===== config.mk =====
export PLATFORM = sky130hd
export DESIGN_NAME = random_range_sampler
export DESIGN_NICKNAME = d
export VERILOG_FILES = /design/src/rtl/random_range_sampler.sv
export SDC_FILE = /design/constraint.sdc
export NUM_CORES = 1
export LEC_CHECK = 0
export CAP_MARGIN = 20
export CORE_MARGIN = 5
export CORE_UTILIZATION = 54
export CTS_BUF_LIST = sky130_fd_sc_hd__clkbuf_8
export DETAILED_ROUTE_END_ITERATION = 6
export PLACE_DENSITY = 0.79
export SLEW_MARGIN = 10
export SYNTH_ARGS = -nofsm -noshare
export SYNTH_HDL_FRONTEND = slang
export SYNTH_SLANG_ARGS = --single-unit

===== constraint.sdc =====
create_clock -name clk -period 3.32 [get_ports clk]
set_input_delay 0.664 -clock clk [delete_from_list [all_inputs] [get_ports clk]]
set_output_delay 0.664 -clock clk [all_outputs]
set_load 0.02 [all_outputs]

===== src/rtl/random_range_sampler.sv =====
// random_range_sampler
// Reduces raw 32-bit random words to the range [0, R-1] by rejection
// sampling followed by a modulo reduction. Words below the threshold
// T = (2^32 - R) mod R are discarded so every output value in [0, R-1]
// is equally likely. T and the modulo both come from one shared
// restoring divider that produces one bit per cycle (32 cycles per divide).
// R = 0 passes the raw word through unchanged.
//
// Ports
//   clk, rst_n    : clock, synchronous active-low reset
//   rnd_in        : raw random word; rnd_valid / rnd_ready handshake
//   range_in      : bound R, latched by the one-cycle strobe cfg_load
//   cfg_busy      : threshold computation in progress
//   out_value     : reduced value; out_valid / out_ready handshake
//   reject_count  : saturating count of discarded words
module random_range_sampler (
  input  logic        clk,
  input  logic        rst_n,
  input  logic [31:0] rnd_in,
  input  logic        rnd_valid,
  output logic        rnd_ready,
  input  logic [31:0] range_in,
  input  logic        cfg_load,
  output logic        cfg_busy,
  output logic [31:0] out_value,
  output logic        out_valid,
  input  logic        out_ready,
  output logic [15:0] reject_count
);

  localparam int unsigned DW    = 32;
  localparam int unsigned CW    = 16;
  localparam int unsigned STEPS = 32;
  localparam int unsigned SW    = 5;

  typedef enum logic [1:0] {S_IDLE, S_CFG, S_DIV, S_OUT} state_t;

  state_t        state, state_next;
  logic          rnd_ready_d, cfg_busy_d, out_valid_d;

  logic [DW-1:0] range_q;
  logic [DW-1:0] thresh_q;
  logic [DW-1:0] dividend_q;
  logic [DW-1:0] rem_q;
  logic [SW-1:0] step_q;

  logic [DW:0]   rem_shift;
  logic [DW-1:0] rem_step;
  logic          last_step;
  logic          hs;
  logic          reject;

  // One restoring-division step: remainder stays below R, so a single
  // conditional subtract keeps it in range.
  always_comb begin
    rem_shift = {rem_q, dividend_q[DW-1]};
    rem_step  = rem_shift[DW-1:0];
    if (rem_shift >= {1'b0, range_q}) begin
      rem_step = DW'(rem_shift - {1'b0, range_q});
    end
    last_step = (step_q == SW'(STEPS - 1));
    // A coinciding cfg_load suppresses the handshake entirely.
    hs        = (state == S_IDLE) && rnd_valid && !cfg_load;
    reject    = hs && (range_q != '0) && (rnd_in < thresh_q);
  end

  // State register plus registered handshake/status outputs.
  always_ff @(posedge clk) begin
    if (!rst_n) begin
      state     <= S_IDLE;
      rnd_ready <= 1'b1;
      cfg_busy  <= 1'b0;
      out_valid <= 1'b0;
    end else begin
      state     <= state_next;
      rnd_ready <= rnd_ready_d;
      cfg_busy  <= cfg_busy_d;
      out_valid <= out_valid_d;
    end
  end

  // Next-state logic; cfg_load overrides every state.
  always_comb begin
    state_next = state;
    if (cfg_load) begin
      state_next = (range_in != '0) ? S_CFG : S_IDLE;
    end else begin
      case (state)
        S_IDLE: begin
          if (hs) begin
            if (range_q == '0)  state_next = S_OUT;
            else if (!reject)   state_next = S_DIV;
          end
        end
        S_CFG:   if (last_step) state_next = S_IDLE;
        S_DIV:   if (last_step) state_next = S_OUT;
        S_OUT:   if (out_ready) state_next = S_IDLE;
        default: state_next = S_IDLE;
      endcase
    end
  end

  // Output decode from the upcoming state so the status flops track it.
  always_comb begin
    rnd_ready_d = (state_next == S_IDLE);
    cfg_busy_d  = (state_next == S_CFG);
    out_valid_d = (state_next == S_OUT);
  end

  // Datapath: bound, threshold, divider registers, result and counter.
  always_ff @(posedge clk) begin
    if (!rst_n) begin
      range_q      <= '0;
      thresh_q     <= '0;
      dividend_q   <= '0;
      rem_q        <= '0;
      step_q       <= '0;
      out_value    <= '0;
      reject_count <= '0;
    end else if (cfg_load) begin
      range_q    <= range_in;
      dividend_q <= DW'(~range_in + DW'(1));
      rem_q      <= '0;
      step_q     <= '0;
      if (range_in == '0) thresh_q <= '0;
    end else begin
      case (state)
        S_IDLE: begin
          if (hs) begin
            if (range_q == '0) begin
              out_value <= rnd_in;
            end else if (reject) begin
              if (reject_count != {CW{1'b1}}) reject_count <= reject_count + CW'(1);
            end else begin
              dividend_q <= rnd_in;
              rem_q      <= '0;
              step_q     <= '0;
            end
          end
        end
        S_CFG: begin
          dividend_q <= {dividend_q[DW-2:0], 1'b0};
          rem_q      <= rem_step;
          step_q     <= step_q + SW'(1);
          if (last_step) thresh_q <= rem_step;
        end
        S_DIV: begin
          dividend_q <= {dividend_q[DW-2:0], 1'b0};
          rem_q      <= rem_step;
          step_q     <= step_q + SW'(1);
          if (last_step) out_value <= rem_step;
        end
        default: ;
      endcase
    end
  end

endmodule


### Word level (Yosys, flattened, before mapping)

Cells that the tools add are included.
W data, S select, Z words.

* bits in registers: 186
* bits in latches: 0
* RAM bits: 0
* memory bits (read-only): 0
* output and inout port bits: 51
* memories kept: 0

* add/sub/neg operators: 4
* $mul: 0
* div/mod/pow operators: 0
* order comparisons: 2
* equal/unequal tests: 16
* shift-type cells: 0
* multiplexer cells: 30
* bitwise operators: 4
* reductions and logical operators: 23

Operators with widths (count)
* $mux W32: 14
* $pmux W32 S2: 3
* $logic_not A32 Y1: 2
* $reduce_bool A32 Y1: 2
* $ge A33 B32 Y1: 1
* $add A32 B1 Y32 const B: 1
* $lt A32 B32 Y1: 1
* $not A32 Y32: 1
* $sub A32 B32 Y32: 1
* $add A16 B1 Y16 const B: 1
* $ne A16 B16 Y1 const B: 1
* $mux W5: 3
* $mux W2: 7
* $pmux W5 S2: 1
* $ne A3 B3 Y1 const B: 3
* $ne A2 B2 Y1 const B: 4
* $pmux W2 S4: 1
* $reduce_and A4 Y1: 2
* $reduce_bool A2 Y1: 4
* $eq A2 B2 Y1 const B: 3
* $reduce_and A6 Y1: 1
* $add A5 B1 Y5 const B: 1
* $eq A5 B5 Y1 const B: 1
* $reduce_and A5 Y1: 1
* other kinds (10): 19

### Depth between registers and ports, before layout

* depth after elaboration: 11
* depth in mapped cells: 13
* gate-level depth less buffers: 13

### Least setup slack after synthesis

No wires, ideal clock.

* path kind: input port to flip-flop
* start point: in range_in[10]
* end point: reg dividend_q[23]
* arrival time: 3.150 ns
* required time: 3.256 ns
* slack: 0.106 ns
* stages: 9
* buffers on the path: 0
* cells stage by stage: or4_4 or4_4 or2_4 or3_4 or4b_4 xnor2_2 a21oi_1 mux2i_1 nor2_1

* word-level cells in the longest chain between the ends: 3

Ends and longest elaborated chain
* from (decl): RTL line 22 `input logic [31:0] range_in,`
* $not A32 Y32: RTL line 122 `dividend_q <= DW'(~range_in + DW'(1));`
* $add A32 B1 Y32: RTL line 122
* $mux W32: RTL line 120 `end else if (cfg_load) begin`
* to (signal assigned): RTL line 122
* to (signal assigned): RTL line 135 `dividend_q <= rnd_in;`
* to (signal assigned): RTL line 142 `dividend_q <= {dividend_q[DW-2:0], 1'b0};`
* to (decl): RTL line 43 `logic [DW-1:0] dividend_q;`

No other way between the ends.
A chain may end at the register's enable or synchronous reset.

### Worst setup path in the final report

* start point: reg range_q[14]
* end point: reg rem_q[0]

* word-level cells in the longest chain between the ends: 5

Ends and longest elaborated chain
* from (decl): RTL line 41 `logic [DW-1:0] range_q;`
* from (signal assigned): RTL line 121 `range_q <= range_in;`
* parallel branches: the longest is 5 deep, another holds $ge A33 B32 Y1
* to (signal assigned): RTL line 143 `rem_q <= rem_step;`
* to (signal assigned): RTL line 149 `rem_q <= rem_step;`
* to (decl): RTL line 44 `logic [DW-1:0] rem_q;`

Parallel ways; which one is timed is not known.

==> impl_metrics.yaml <==
synthesis:
  yosys_warnings: 0
  synth_cells: 1466
  yosys_most_used_dff: "dfxtp_1"
  yosysMostFrequentCell: "dfxtp_1"
  yosysSeqAreaShare_pct: 31.9
  ys_ff_latch: 186
  ys_top_cells_by_count: "dfxtp_1 (186), nor2_1 (168), nand2_1 (130)"
  synth_area_mm2: 0.0117
  async_flop_share_pct: 0
  yosysTopAreaCell: "dfxtp_1"
  ys_types: 73
  synth_area_per_cell_um2: 7.97
  synthTopCellsByArea: "dfxtp_1 (32%), mux2i_1 (8.9%), ha_1 (7.6%), nor2_1 (5.4%), a21oi_1 (4.8%)"
  syn_nets: 1607
  synth_edf_count: 0
  yosysTopAreaCellShare_pct: 31.9
placement:
  place_ws_ns: -0.532
  gp_congestion: 0.978
  portBuffers: 119
  place_hpwl_um: 28000
floorplanning:
  die_y_um: 157
  initial_utilization_pct: 55.2
  fp.dieArea_mm2: 0.0247
  core_area_mm2: 0.0212
  io_pins: 120
  die_x_um: 157
  rows: 53
sta:
  rsz0062_at_grt: "yes"
  timing.final.ws_setup_ns: -0.0391
  holdWs_ns: 0.459
  fin_crit_ns: 3.36
  finalSetupViolations: 3
  setup_tns_ns: -0.0427
  final.setup_skew_ns: 0.0142
  hold_viol: 0
  fin_crit_sh_pct: 101
  worst_slew_pin_slew_ns: 0.880
  fmax_mhz: 298
  slew_headroom_pct: 41.3
  drv_slew: 0
final_layout:
  diodes: 0
  area_growth_syn_to_layout_pct: 27.3
  nets: 1840
  layout-drive-gt1-share_pct: 16.5
  fin_util_pct: 70.3
worst_hold_path:
  hold_depth: 2
  hp-class: "flip-flop to flip-flop"
setup_path:
  r2r.worst_path.cells: 14
  cp_data_arrival_time_ns: 3.74
  slowest_delay_ns: 0.55
  path_cells: "inv_1 > ha_4 > nand4_1 > nor4_2 > or4b_4 > o21ai_4 > o31ai_2 > nor2_2 > buf_6 > buf_12 > mux2i_1 > buf_4 > nand3_1 > a21oi_1"
  cp.required_ns: 3.70
  cp_max_fo: 10
  cp-start-kind: "flip-flop"
  cp-end-kind: "flip-flop"
  crit_slowest_cell: "or4b_4"
  setup.worst_path.class: "flip-flop to flip-flop"
grt:
  grt_pass1_vias: 11400
  grt_max_degree: 77
  grt_antenna_before_repair: 0
  grt_overflow: 0
  track_usage_pct: 28.8
  grt_pass1_wl_um: 57200
power_and_ir_drop:
  ir_worst_vdd_v: 0.000246
  power_leakage_uw: 0.00609
  pwr-share-seq_pct: 46.8
  clkPwrFrac_pct: 29.5
  power_frac_comb_pct: 23.7
  pwr_density_cell_mw_per_mm2: 341
  p_int_uw: 3500
  p_sw_uw: 1570
  sw_frac_of_total_pct: 30.9
clocking:
  cts_buffer_depth: 2
  cts_sinks: 186
  clk_latency_ns: 0.47
  cts_max_level: 4
  cts_hold_repair.buffers: 0
  cts_inserted_buffers: 17
  tritoncts: "yes"
  root_buffer: "clkbuf_8"
  path_clk_slew_ns: 0.10
drt:
  first_pass_iters: 6
  post-route-drc-count: 0
  postRouteAntennaNets: 0
  post_drt_wl_per_cell_um: 18.8
  vias: 12000
  wl_um: 37300
  via_per_inst: 6.02
  drt_iter0_drc: 1106
outcome:
  status: "finished, violations left"
  violations: "negative setup slack"
run:
  max-cap-violations: 0
worst max-delay path, delay by kind of cell (launching register included):
| family | cells | cell delay [ns] |
|---|---|---|
| adder cells (fa/ha/maj) | 1 | 0.30 |
| multiplexers | 1 | 0.37 |
| AO/OA/AOI/OAI | 3 | 0.34 |
| flip-flops | 1 | 0.36 |
| buffers and inverters | 4 | 0.59 |
| AND/OR/NAND/NOR | 5 | 1.30 |
power groups by stage:
stage	clock (uW)	sequential [uW]	combinational [uW]
after floorplan	0	2440	629
after global placement	0	2420	1130
after detailed placement	0	2420	1150
after CTS	1500	2370	1160
after global routing	1590	2380	1290
final	1500	2370	1200
per-stage QoR:
stage	cell area, um^2	instances	total power (uW)
final	14900	1987	5070
after CTS	14700	1984	5030
after global routing	14900	1987	5260
after global placement	14300	1952	3550
after floorplan	11700	1466	3070
after detailed placement	14300	1952	3570
timing repair:
item | 4_1_cts | 5_1_grt
endpoints found under the setup margin | 17 | 133
pin swaps | 7 | 9
resized for setup | 7 | 40
setup buffers | 0 | 2
cloned | 0 | 1
final timing paths:
kind,start,endpoint,slack (ns)
setup / recovery,range_q[14],rem_q[0],-0.04
hold / removal,out_value[6],out_value[6],0.46
setup reg to reg,range_q[14],rem_q[0],-0.04
hold reg to reg,out_value[6],out_value[6],0.46
registers in the layout, indices dropped and copies added (netlist names):
| name | count |
|---|---|
| rnd_ready | 1 |
| out_value | 32 |
| rem_q | 32 |
| state | 2 |
| out_valid | 1 |
| cfg_busy | 1 |
| step_q | 5 |
| reject_count | 16 |
| range_q | 32 |
| dividend_q | 32 |
| thresh_q | 32 |
cell type report:
type | count | area, um^2
flip-flops and latches | 186 | 3730
inverters | 84 | 317
clock inverters | 13 | 120
multi-input cells | 1112 | 7450
repair buffers | 298 | 2640
well taps | 275 | 344
clock buffers | 19 | 262
fillers | 1666 | 6290
cells in the final DEF (no fill, tap or decap), drive strengths merged, types with 42 or more instances in the layout:
cell,count
clkdlybuf4s50,114
dfxtp,186
ha,71
nand2,130
nand3,61
inv,86
xnor2,42
mux2i,104
nor2,168
o21ai,84
buf,179
a21oi,113
layer usage:
layer  part of all wire (%)  wire length, um  track usage, %
met1                     41            15200            36.0
met2                     48            17700            48.8
met3                    7.3             2740            4.56
met4                    4.2             1580            13.5
met5                      0                0               0
cell families after synthesis:
group / Yosys count / share of synthesized area (%)
XOR/XNOR: 59 / 4.49
AND/OR/NAND/NOR: 509 / 20.6
buffers and inverters: 168 / 5.64
adder cells (fa/ha/maj): 72 / 7.78
multiplexers: 128 / 11.2
flip-flops: 186 / 31.9
AO/OA/AOI/OAI: 344 / 18.4
Note: power is estimated with default switching activity, not from simulation.
